[config.mk]
export PLATFORM = sky130hd
export DESIGN_NAME = port_rd_egress
export DESIGN_NICKNAME = d
export VERILOG_FILES = /design/src/rtl/port_rd_pkg.sv /design/src/rtl/port_rd_fifo.sv /design/src/rtl/port_rd_egress.sv
export SDC_FILE = /design/constraint.sdc
export NUM_CORES = 1
export LEC_CHECK = 0
export ABC_AREA = 1
export CAP_MARGIN = 20
export CORE_UTILIZATION = 57
export DETAILED_ROUTE_END_ITERATION = 8
export MAX_ROUTING_LAYER = met4
export PLACE_DENSITY = 0.79
export SYNTH_ARGS = -nofsm -noshare
export SYNTH_HDL_FRONTEND = slang
export SYNTH_HIERARCHICAL = 1
export SYNTH_SLANG_ARGS = --single-unit
export TNS_END_PERCENT = 30
[constraint.sdc]
create_clock -name clk -period 3.5 [get_ports clk]
set_clock_uncertainty 0.2 [all_clocks]
set_input_delay 0.7 -clock clk [delete_from_list [all_inputs] [get_ports clk]]
set_output_delay 0.7 -clock clk [all_outputs]
set_load 0.01 [all_outputs]
[src/rtl/port_rd_pkg.sv]
// Shared types and default sizes for the read-port egress block.
// Optional feature: PORT_RD_STATS_EN adds egress packet/beat counters.
package port_rd_pkg;

    localparam int DEF_DW        = 16;
    localparam int DEF_DEPTH     = 4;
    localparam int DEF_MAX_BEATS = 512;

    typedef enum logic {
        IDLE   = 1'b0,
        IN_PKT = 1'b1
    } trk_e;

endpackage

[src/rtl/port_rd_fifo.sv]
// Synchronous FIFO with combinational head read, full/empty and count.
// Simultaneous push and pop are allowed in any non-degenerate state.
module port_rd_fifo #(
    parameter int W = 18,
    parameter int D = 4
) (
    input  logic                   clk,
    input  logic                   rst,
    input  logic                   push_i,
    input  logic                   pop_i,
    input  logic [W-1:0]           wdata_i,
    output logic [W-1:0]           rdata_o,
    output logic                   full_o,
    output logic                   empty_o,
    output logic [$clog2(D+1)-1:0] count_o
);

    localparam int AW = $clog2(D);
    localparam int CW = $clog2(D+1);

    logic [W-1:0]  mem_q [D];
    logic [AW-1:0] wptr_q;
    logic [AW-1:0] rptr_q;
    logic [CW-1:0] cnt_q;
    logic          do_push;
    logic          do_pop;

    assign full_o  = (cnt_q == CW'(D));
    assign empty_o = (cnt_q == '0);
    assign count_o = cnt_q;
    assign rdata_o = mem_q[rptr_q];
    assign do_push = push_i & ~full_o;
    assign do_pop  = pop_i & ~empty_o;

    always_ff @(posedge clk) begin
        if (rst) begin
            wptr_q <= '0;
            rptr_q <= '0;
            cnt_q  <= '0;
        end else begin
            if (do_push) wptr_q <= wptr_q + 1'b1;
            if (do_pop)  rptr_q <= rptr_q + 1'b1;
            case ({do_push, do_pop})
                2'b10:   cnt_q <= cnt_q + 1'b1;
                2'b01:   cnt_q <= cnt_q - 1'b1;
                default: cnt_q <= cnt_q;
            endcase
        end
    end

    always_ff @(posedge clk) begin
        if (do_push) mem_q[wptr_q] <= wdata_i;
    end

endmodule

[src/rtl/port_rd_egress.sv]
// Packet egress: SOP tagging, length check, skid FIFO, registered rd_* port.
// Optional feature: PORT_RD_STATS_EN adds pkt_cnt/beat_cnt outputs.
module port_rd_egress
    import port_rd_pkg::*;
#(
    parameter int DW        = DEF_DW,
    parameter int DEPTH     = DEF_DEPTH,
    parameter int MAX_BEATS = DEF_MAX_BEATS
) (
    input  logic          clk,
    input  logic          rst,
    input  logic          xfer_data_vld,
    input  logic [DW-1:0] xfer_data,
    input  logic          end_of_packet,
    output logic          xfer_rdy,
    output logic          rd_vld,
    output logic [DW-1:0] rd_data,
    output logic          rd_sop,
    output logic          rd_eop,
    input  logic          ready,
    output logic          ovf_err,
    output logic          len_err
`ifdef PORT_RD_STATS_EN
    ,
    output logic [31:0]   pkt_cnt,
    output logic [31:0]   beat_cnt
`endif
);

    localparam int CW = $clog2(DEPTH+1);
    localparam int LW = $clog2(MAX_BEATS+1);
    localparam int FW = DW + 2;

    trk_e          trk_q;
    logic [LW-1:0] len_q;
    logic          ovf_q, lerr_q;
    logic          rd_vld_q, rd_vld_d;
    logic          rd_sop_q, rd_sop_d;
    logic          rd_eop_q, rd_eop_d;
    logic [DW-1:0] rd_data_q, rd_data_d;

    logic [CW-1:0] fcnt;
    logic [CW:0]   occ;
    logic [FW-1:0] fhead, beat;
    logic          ffull, fempty;
    logic          accept, pop_out, load;
    logic          fifo_push, fifo_pop, bypass;

    // Occupancy counts the output register so total buffering is DEPTH.
    assign occ      = {1'b0, fcnt} + {{CW{1'b0}}, rd_vld_q};
    assign xfer_rdy = ~rst & (occ < (CW+1)'(DEPTH));

    assign accept    = xfer_data_vld & xfer_rdy;
    assign beat      = {trk_q == IDLE, end_of_packet, xfer_data};
    assign pop_out   = rd_vld_q & ready;
    assign load      = ~rd_vld_q | pop_out;
    assign fifo_pop  = load & ~fempty;
    assign bypass    = load & fempty & accept;
    assign fifo_push = accept & ~bypass & ~ffull;

    port_rd_fifo #(.W(FW), .D(DEPTH)) u_fifo (
        .clk     (clk),
        .rst     (rst),
        .push_i  (fifo_push),
        .pop_i   (fifo_pop),
        .wdata_i (beat),
        .rdata_o (fhead),
        .full_o  (ffull),
        .empty_o (fempty),
        .count_o (fcnt)
    );

    always_comb begin
        rd_vld_d  = rd_vld_q;
        rd_sop_d  = rd_sop_q;
        rd_eop_d  = rd_eop_q;
        rd_data_d = rd_data_q;
        if (load) begin
            if (!fempty) begin
                rd_vld_d = 1'b1;
                {rd_sop_d, rd_eop_d, rd_data_d} = fhead;
            end else if (accept) begin
                rd_vld_d = 1'b1;
                {rd_sop_d, rd_eop_d, rd_data_d} = beat;
            end else begin
                rd_vld_d = 1'b0;
                rd_sop_d = 1'b0;
                rd_eop_d = 1'b0;
            end
        end
    end

    always_ff @(posedge clk) begin
        if (rst) begin
            rd_vld_q  <= 1'b0;
            rd_sop_q  <= 1'b0;
            rd_eop_q  <= 1'b0;
            rd_data_q <= '0;
        end else begin
            rd_vld_q  <= rd_vld_d;
            rd_sop_q  <= rd_sop_d;
            rd_eop_q  <= rd_eop_d;
            rd_data_q <= rd_data_d;
        end
    end

    always_ff @(posedge clk) begin
        if (rst) begin
            trk_q  <= IDLE;
            len_q  <= '0;
            ovf_q  <= 1'b0;
            lerr_q <= 1'b0;
        end else begin
            ovf_q  <= xfer_data_vld & ~xfer_rdy;
            lerr_q <= accept & ~end_of_packet & (len_q == LW'(MAX_BEATS));
            if (accept) begin
                if (end_of_packet) begin
                    trk_q <= IDLE;
                    len_q <= '0;
                end else begin
                    trk_q <= IN_PKT;
                    if (len_q != LW'(MAX_BEATS)) len_q <= len_q + 1'b1;
                end
            end
        end
    end

    assign rd_vld  = rd_vld_q;
    assign rd_sop  = rd_sop_q;
    assign rd_eop  = rd_eop_q;
    assign rd_data = rd_data_q;
    assign ovf_err = ovf_q;
    assign len_err = lerr_q;

`ifdef PORT_RD_STATS_EN
    logic [31:0] pkt_cnt_q, beat_cnt_q;

    always_ff @(posedge clk) begin
        if (rst) begin
            pkt_cnt_q  <= '0;
            beat_cnt_q <= '0;
        end else if (pop_out) begin
            beat_cnt_q <= beat_cnt_q + 32'd1;
            if (rd_eop_q) pkt_cnt_q <= pkt_cnt_q + 32'd1;
        end
    end

    assign pkt_cnt  = pkt_cnt_q;
    assign beat_cnt = beat_cnt_q;
`endif

endmodule

==> run_results.csv, run 1 <==
group,metric,value,unit
status,status,"complete, no violations",
floorplanning,start_util,0.5967,
yosys,yosysMostFrequentCell,"nor2_1",
yosys,synth_area_leaders,"edfxtp_1, dfxtp_1, nor2_1",
clocking,clk_latency,0.51,ns
sta,worst_pin_slew,0.8719,ns
yosys,synth_top_family_by_area,"simple AND/OR/NAND/NOR gates",
setup_path,start_kind,"input pin",
sta,holdWs,0.3044,ns
detailed_routing,drt_iter0_drc,292,
place,place_hpwl,6578,um
clocking,htreeDepth,4,
setup_path,path_cells,"clkdlybuf4s50_1 -> nor2_8 -> nand2_1 -> inv_1 -> clkdlybuf4s50_1",
yosys,synth_area,4952,um^2
sta,setup_tns,0,ns
setup_path,critPathRequiredTime,2.60,ns
detailed_routing,vias,3762,
yosys,synth_fa_ha_area_frac,0.02173,
yosys,synth_edf_count,72,
setup_path,slowest_delay,0.53,ns
power,p_total,4.214,mW
floorplanning,placeableCoreArea,8299,um^2
global_routing,overflow,0,
detailed_routing,vias_per_cell,5.524,
sta,drv_slew,0,
clocking,cts.sinks,113,
setup_path,crit_top_cell,"clkdlybuf4s50_1",
setup_path,cp_data_arrival_time,2.00,ns
global_routing,grt_pass1_vias,3596,
cells_and_area,fin_util,0.7215,
detailed_routing,drt_pass1_iterations,5,
floorplanning,die_y,95.21,um
detailed_routing,routed_wl,10790,um
clocking,cts-root-buf,"clkbuf_8",
floorplanning,dieArea,9065,um^2
clocking,cts-buffers-inserted,17,
sta,setup_viol,0,
yosys,ys.flop_type,"edfxtp_1",
sta,period_share,0.8287,
cells_and_area,drive_gt1_frac,0.1076,
floorplanning,rows,33,
clocking,ctsResizeCount,0,
power,p_leak,2.349,nW
yosys,synth_cells,509,
yosys,async_flop_share,0,
clocking,cts.path.max_buffers,2,
global_routing,grt_pass1_wl,17640,um
yosys,post_synth.cell_area_avg,9.729,um^2
clocking,postCtsHoldBufs,0,
sta,max_freq,344.8,MHz
clocking,cts_tree,"done",
sta,grt_setup_unrepaired,"no",
place,io_buffers,42,
yosys,synth-warning-count,6,
setup_path,cp-end-kind,"output pin",
yosys,synthMuxAreaShare,0,
yosys,yosys_register_bits,113,
yosys,synth_compound_gate_area_share,0.1026,
clocking,clk_pin_slew,0.05,ns
setup_path,cp_max_fo,2,
yosys,synthXorXnorAreaFrac,0.001769,
yosys,syn-num-nets,538,
power,power.density,703.6,nW/um^2
global_routing,busiest_layer,"met2",
cells_and_area,final_area,5988,um^2
job,cap_violations,0,
yosys,synth_top_area_share,0.4366,
detailed_routing,drc,0,
sta,hold_viol,0,
sta,period_minus_slack,2.900,ns
power,vdd_drop_max,0.3952,mV
global_routing,grt_use_total,0.2750,
cells_and_area,nNetsFinal,592,
yosys,synth_common_cells,"nor2_1, nand2_1, edfxtp_1, o21ai_0, dfxtp_1",
worst_hold_path,hold_path_class,"flip-flop to flip-flop",
place,gp_congestion,0.8800,
sta,relSlewSlack,0.4179,
global_routing,antenna_found_initial,0,
yosys,ys_types,35,
global_routing,grt_max_degree,37,
yosys,ys_seq_area_frac,0.6023,
setup_path,crit_type,"input pin to output pin",
floorplanning,die_x,95.21,um
clocking,post_cts_buffers,0,
cells_and_area,diodes,0,
detailed_routing,wl_per_cell,15.84,um
global_routing,globalRouteMet1Util,0.3185,
place,placed_area,5415,um^2
floorplanning,boundaryPins,43,
setup_path,crit_slowest_cell,"clkdlybuf4s50_1",
cells_and_area,area_growth,20.92,%
yosys,synthSimpleGateAreaFrac,0.1998,
global_routing,grt.met3_usage,0.08533,
yosys,synth_top_area_cell,"edfxtp_1",
detailed_routing,ant_nets,0,
global_routing,met2_usage,0.4506,
-- worst paths after layout --
kind / endpoint / slack [ns] / startpoint / cells after the start
max: xfer_rdy / 0.60 / rst / 5
min: rd_data[12]$_SDFFE_PP0P_ / 0.30 / rd_data[12]$_SDFFE_PP0P_ / 2
max reg2reg: u_fifo/count_o[2]$_SDFFE_PP0P_ / 0.89 / u_fifo/count_o[2]$_SDFFE_PP0P_ / 17
min reg2reg: rd_data[12]$_SDFFE_PP0P_ / 0.30 / rd_data[12]$_SDFFE_PP0P_ / 2
-- registers in the layout (all words and copies together), names as in the netlist, 2 cells and up, named ones only --
signal and cells:
u_fifo/count_o 3, len_q 10, u_fifo/mem_q 72, rd_data 16
u_fifo/rptr_q 2, u_fifo/wptr_q 2
-- cell families (layout without fill, tap and decap cells) --
kind of cell    Yosys count  after routing
xor+xnor                  1              1
flops                   113            113
compound gates           89             89
fa+ha+maj                 8              8
simple gates            236            236
buf+inv                  62            129
-- layer usage --
| layer | wire length, um | up-vias |
|---|---|---|
| li1 | - | 1801 |
| met1 | 4353 | 1783 |
| met2 | 5579 | 158 |
| met3 | 689 | 20 |
| met4 | 163 | 0 |
| met5 | 0 | - |
-- cell usage in the layout (no fill, tap or decap), types with 2 or more instances in the layout --
master and n:
o21ai_2 7, inv_2 3, nand3b_1 2, buf_4 10, bufinv_16 3, nand2_1 99, edfxtp_1 72, nor2_4 2
clkdlybuf4s50_1 42, nor2_2 2, clkbuf_8 2, a31oi_1 2, o21ai_0 42, ha_1 7, a21oi_1 12, inv_1 39
nand2_4 2, clkinv_2 5, o22ai_1 18, clkbuf_16 16, nand2_2 2, nor2_1 105, nand3_1 17, dfxtp_1 41
clkinv_1 4, o21ai_1 7, nor3_1 2, clkinvlp_4 2
-- per-stage QoR --
step | worst slack (ns) | cells
2_1_floorplan | 0.5307 | 509
3_3_place_gp | 0.4867 | 649
3_5_place_dp | 0.3853 | 649
4_1_cts | 0.5917 | 681
5_1_grt | 0.5467 | 681
6_report | 0.5996 | 681
-- final cells by class --
cell class	instances	area, um^2
fill	595	2311
multi-input combinational	334	1614
tap	105	131.4
timing repair buffer	52	495.5
clock buffer	18	427.9
inverter	45	191.4
sequential	113	2983
clock inverter	14	145.1
-- critical path: cells and delay by family --
kind,cells,cell delay [ns]
and+or+nand+nor,2,0.20
buffers and inverters,3,1.10
-- power breakdown --
| part | internal (mW) | switching (mW) |
|---|---|---|
| combinational | 0.360 | 0.565 |
| sequential | 1.55 | 0.0813 |
| clock | 1.08 | 0.572 |
Note: power is estimated with default switching activity, not from simulation.
==> run 2, diff against run 1 <==
- CORE_UTILIZATION: 57 -> 52
- PLACE_DENSITY: 0.79 -> 0.76
- clock period: 3.5 -> 2.3 ns (I/O delays scaled with it)
==> run 2 against run 1 <==
  * Sequential power up 52%
  * Die area grew 9.4%
  * Via count down 0.61%
  * Clock power up 58%
  * Critical path depth did not move
  * Total power grew 59%
  * Highest routed layer unchanged
==> run_results.csv, run 2 (synthesized netlist as in run 1, its figures left out) <==
group,metric,value,unit
setup_path,start_kind,"flip-flop",
setup_path,crit_slowest_cell,"dfxtp_4",
floorplanning,rows,35,
place,place_inst,686,
clocking,htreeDepth,4,
power,power.density,1059,nW/um^2
power,p_leak,2.482,nW
global_routing,grt_max_degree,37,
worst_hold_path,hold_path_class,"input pin to flip-flop",
clocking,cts.path.max_buffers,2,
setup_path,cp_data_arrival_time,1.49,ns
detailed_routing,drt_iter0_drc,194,
sta,grt_setup_unrepaired,"no",
setup_path,crit_type,"flip-flop to output pin",
cells_and_area,diodes,0,
cells_and_area,multi_input_area,1683,um^2
clocking,cts.sinks,113,
worst_hold_path,whs_path_depth,5,
sta,worst_pin_slew,0.5152,ns
cells_and_area,fill_cells,707,
global_routing,antenna_found_initial,0,
detailed_routing,ant_nets,0,
setup_path,path_cells,"buf_4 -> nor2_8 -> nand2_1 -> inv_1 -> dlygate4sd2_1",
power,p_total,6.689,mW
cells_and_area,regArea,2989,um^2
sta,max_freq,464.6,MHz
global_routing,overflow,0,
setup_path,cp_max_fo,2,
cells_and_area,instances_no_fill,720,
detailed_routing,wl_per_cell,14.90,um
clocking,cts-root-buf,"clkbuf_8",
detailed_routing,vias_per_cell,5.193,
setup_path,critPathRequiredTime,1.64,ns
floorplanning,start_util,0.5360,
sta,relSlewSlack,0.6561,
job,cap_violations,0,
sta,drv_slew,0,
sta,hold_viol,0,
sta,period_minus_slack,2.153,ns
setup_path,reg2reg_slack,0.15,ns
place,gp_congestion,0.7903,
global_routing,grt_pass1_wl,17660,um
place,dp_slack,-0.3140,ns
cells_and_area,mostFrequentLayoutCell,"nor2_1",
global_routing,grt_use_total,0.2426,
power,vdd_drop_max,0.5975,mV
clocking,postCtsHoldBufs,0,
clocking,clk_latency,0.50,ns
status,status,"complete, no violations",
setup_path,cp-end-kind,"output pin",
sta,finalWorstSetupSlack,0.1474,ns
floorplanning,die_y,99.59,um
floorplanning,placeableCoreArea,9240,um^2
floorplanning,boundaryPins,43,
cells_and_area,nNetsFinal,607,
clocking,cts-buffers-inserted,17,
cells_and_area,drive_gt1_frac,0.1574,
clocking,cts_tree,"done",
global_routing,grt_pass1_vias,3751,
detailed_routing,drc,0,
sta,setup_viol,0,
sta,period_share,0.9359,
place,placed_area,5685,um^2
detailed_routing,vias,3739,
clocking,clk_pin_slew,0.05,ns
setup_path,reg2reg_depth,16,
detailed_routing,drt_pass1_iterations,5,
cells_and_area,final_cell_mix,"nor2_1, nand2_1, edfxtp_1",
detailed_routing,routed_wl,10730,um
cells_and_area,area_growth,27.59,%
floorplanning,die_x,99.59,um
cells_and_area,largest_reg_flops,72,
floorplanning,dieArea,9918,um^2
sta,holdWs,0.2504,ns
cells_and_area,largest_register,"u_fifo/mem_q",
cells_and_area,final_area,6319,um^2
place,place_hpwl,6636,um
setup_path,slowest_delay,0.33,ns
place,io_buffers,42,
[run 2: path summary, 6_finish.rpt]
| kind | end | from |
|---|---|---|
| setup / recovery | xfer_rdy | u_fifo/count_o[2]$_SDFFE_PP0P_ |
| setup reg to reg | u_fifo/count_o[2]$_SDFFE_PP0P_ | u_fifo/count_o[1]$_SDFFE_PP0P_ |
| hold reg to reg | u_fifo/wptr_q[0]$_SDFFE_PP0P_ | u_fifo/wptr_q[0]$_SDFFE_PP0P_ |
| hold / removal | ovf_err$_SDFF_PP0_ | rst |
[run 2: stage by stage]
step / util / TNS [ns]
after floorplan: - / 0
after global placement: 0.6153 / -9.203
after detailed placement: 0.6153 / -12.46
after CTS: 0.6807 / 0
after global routing: 0.6838 / 0
final: 0.6838 / 0
[run 2: power breakdown]
group          switching (mW)  internal, mW
clock network           0.862          1.76
registers               0.108          2.36
logic                   0.925         0.675
total                    1.90          4.79
[run 2: worst max-delay path, delay by kind of cell (launching register included)]
family        cells  cell delay (ns)
buf+inv           3             0.49
flops             1             0.33
simple gates      2             0.18
[run 2: metal layers]
metal  wire length, um  GRT usage  up-vias  part of all wire
li1                  -          -     1841                 -
met1              4410     0.2690     1780              0.41
met2              5619     0.4348      101              0.52
met3               531    0.04779       17             0.049
met4               166    0.08484        0             0.015
met5                 0          -        -                 0
[run 2: repair_timing]
action,4_1_cts,5_1_grt
endpoints found under the hold margin,0,0
resized for setup,3,6
buffers inserted,0,2
endpoints found under the setup margin,2,2
pin swaps,0,3
[run 2: layout make-up]
class,count,area share
Sequential cell,113,0.4731
Clock inverter,10,0.02079
Multi-Input combinational cell,334,0.2663
Clock buffer,22,0.07485
Timing Repair Buffer,67,0.1083
Tap cell,129,0.02554
Inverter,45,0.03109
==> run 3, diff against run 2 <==
- CORE_UTILIZATION: 52 -> 60
- PLACE_DENSITY: 0.76 -> 0.82
- clock period: 2.3 -> 2.7 ns (I/O delays scaled with it)
==> run 3 against run 2 <==
  * Setup slack worse by 0.045 ns
  * Total power down 17%
  * Sequential share of layout area up 1.5 points
  * First-iteration DRC count up 78%
  * Clock-buffer cell count down 1
  * Hold slack better by 0.049 ns
==> run_results.csv, run 3 (synthesized netlist as in run 1, its figures left out) <==
group,metric,value,unit
floorplanning,dieArea,8621,um^2
detailed_routing,drc,0,
detailed_routing,drt_pass1_iterations,4,
detailed_routing,routed_wl,11000,um
worst_hold_path,hold_path_class,"flip-flop to flip-flop",
worst_hold_path,holdPathEnd,"rd_data[12]$_SDFFE_PP0P_",
cells_and_area,drive_gt1_frac,0.1210,
place,place_hpwl,6560,um
status,status,"complete, no violations",
setup_path,r2r_start,"u_fifo/count_o[1]$_SDFFE_PP0P_",
cells_and_area,regArea,2983,um^2
global_routing,overflow,0,
setup_path,cp-end-kind,"output pin",
global_routing,antenna_found_initial,0,
setup_path,crit_type,"input pin to output pin",
sta,relSlewSlack,0.6514,
clocking,cts.sinks,113,
clocking,cts_tree,"done",
sta,hold_viol,0,
setup_path,crit_slowest_cell,"clkdlybuf4s50_1",
setup_path,cp_data_arrival_time,1.86,ns
sta,holdWs,0.2993,ns
sta,grt_setup_unrepaired,"no",
setup_path,slowest_delay,0.53,ns
clocking,post_cts_buffers,0,
clocking,clk_pin_slew,0.06,ns
setup_path,start_kind,"input pin",
floorplanning,rows,32,
detailed_routing,vias_per_cell,5.560,
clocking,htreeDepth,4,
sta,period_minus_slack,2.597,ns
job,cap_violations,0,
power,p_total,5.556,mW
sta,max_freq,385.0,MHz
detailed_routing,drt_iter0_drc,345,
cells_and_area,diodes,0,
setup_path,path_cells,"clkdlybuf4s50_1 -> nor2_8 -> nand2_1 -> inv_1 -> clkdlybuf4s50_1",
floorplanning,die_x,92.85,um
clocking,cts-root-buf,"clkbuf_8",
place,gp_congestion,0.7844,
power,power.density,909.2,nW/um^2
setup_path,reg2reg_depth,17,
power,vdd_drop_max,0.6409,mV
clocking,postCtsHoldBufs,0,
worst_hold_path,min-delay-start,"rd_data[12]$_SDFFE_PP0P_",
cells_and_area,final_cell_mix,"nor2_1, nand2_1, edfxtp_1",
place,io_buffers,42,
global_routing,grt_pass1_vias,3724,
cells_and_area,multi_input_area,1614,um^2
global_routing,grt_pass1_wl,17930,um
sta,setup_viol,0,
detailed_routing,wl_per_cell,15.96,um
sta,worst_pin_slew,0.5209,ns
clocking,clk_latency,0.51,ns
sta,finalWorstSetupSlack,0.1028,ns
worst_hold_path,whs_path_depth,2,
floorplanning,die_y,92.85,um
global_routing,grt_max_degree,38,
cells_and_area,mostFrequentLayoutCell,"nor2_1",
sta,drv_slew,0,
power,p_leak,2.409,nW
global_routing,grt_use_total,0.2824,
setup_path,r2r-end,"u_fifo/count_o[2]$_SDFFE_PP0P_",
clocking,ctsResizeCount,0,
floorplanning,boundaryPins,43,
cells_and_area,area_growth,23.40,%
clocking,cts.path.max_buffers,2,
cells_and_area,largest_reg_flops,72,
place,dp_slack,-0.05294,ns
cells_and_area,nNetsFinal,603,
detailed_routing,vias,3831,
floorplanning,placeableCoreArea,7848,um^2
cells_and_area,largest_register,"u_fifo/mem_q",
setup_path,cp_max_fo,2,
setup_path,critPathRequiredTime,1.96,ns
floorplanning,start_util,0.6311,
setup_path,reg2reg_slack,0.27,ns
detailed_routing,ant_nets,0,
clocking,cts-buffers-inserted,17,
cells_and_area,fill_cells,490,
sta,period_share,0.9619,
setup_path,crit_top_cell,"clkdlybuf4s50_1",
[run 3: cell types whose count changed in the layout (fill, tap and decap cells not counted), moves of 2 or more]
| cell | previous run | this run |
|---|---|---|
| nor2_1 | 100 | 105 |
| dfxtp_1 | 38 | 41 |
| nor2_4 | 7 | 2 |
| clkbuf_1 | 1 | 4 |
| inv_4 | 3 | 1 |
| dfxtp_2 | 2 | 0 |
| clkdlybuf4s50_1 | 40 | 42 |
| buf_12 | 6 | 4 |
| inv_1 | 36 | 39 |
| clkbuf_8 | 5 | 1 |
| buf_4 | 19 | 17 |
[run 3: worst max path at each step]
stage                                              start                              to  slack (ns)
final                                                rst                        xfer_rdy        0.10
after global placement                               rst  u_fifo/count_o[2]$_SDFFE_PP0P_      -0.002
after CTS                                            rst                        xfer_rdy        0.08
after detailed placement                             rst  u_fifo/count_o[2]$_SDFFE_PP0P_       -0.05
after floorplan           u_fifo/count_o[2]$_SDFFE_PP0P_    u_fifo/mem_q[0][0]$_DFFE_PP_       -0.27
after global routing                                 rst                        xfer_rdy        0.04
[run 3: power by group]
group / switching, mW / total, mW / internal [mW]
sequential: 0.0898 / 2.10 / 2.01
clock: 0.751 / 2.15 / 1.40
combinational: 0.781 / 1.31 / 0.527
[run 3: layout make-up]
class                           count  area share
Tap cell                          102     0.02088
Clock buffer                       21     0.07023
Clock inverter                     11     0.02252
Timing Repair Buffer               63      0.1028
Sequential cell                   113      0.4881
Multi-Input combinational cell    334      0.2641
Inverter                           45     0.03133
[run 3: critical path: cells and delay by family]
kind | cells | cell delay (ns)
buffers and inverters | 3 | 1.11
and+or+nand+nor | 2 | 0.21
[run 3: per-layer routing]
layer | vias up | share of wire | track usage
li1 | 1833 | - | -
met1 | 1822 | 0.41 | 0.3227
met2 | 155 | 0.51 | 0.4767
met3 | 21 | 0.054 | 0.06158
met4 | 0 | 0.024 | 0.1269
met5 | - | 0 | -
[run 3: metrics by stage]
step | setup TNS (ns) | instance area [um^2] | util | std cells
3_3_place_gp | -0.001593 | 5544 | 0.7065 | 657
3_5_place_dp | -0.09972 | 5544 | 0.7065 | 657
6_report | 0 | 6111 | 0.7787 | 689
2_1_floorplan | -19.39 | 4952 | - | 509
5_1_grt | 0 | 6111 | 0.7787 | 689
4_1_cts | 0 | 6111 | 0.7787 | 689
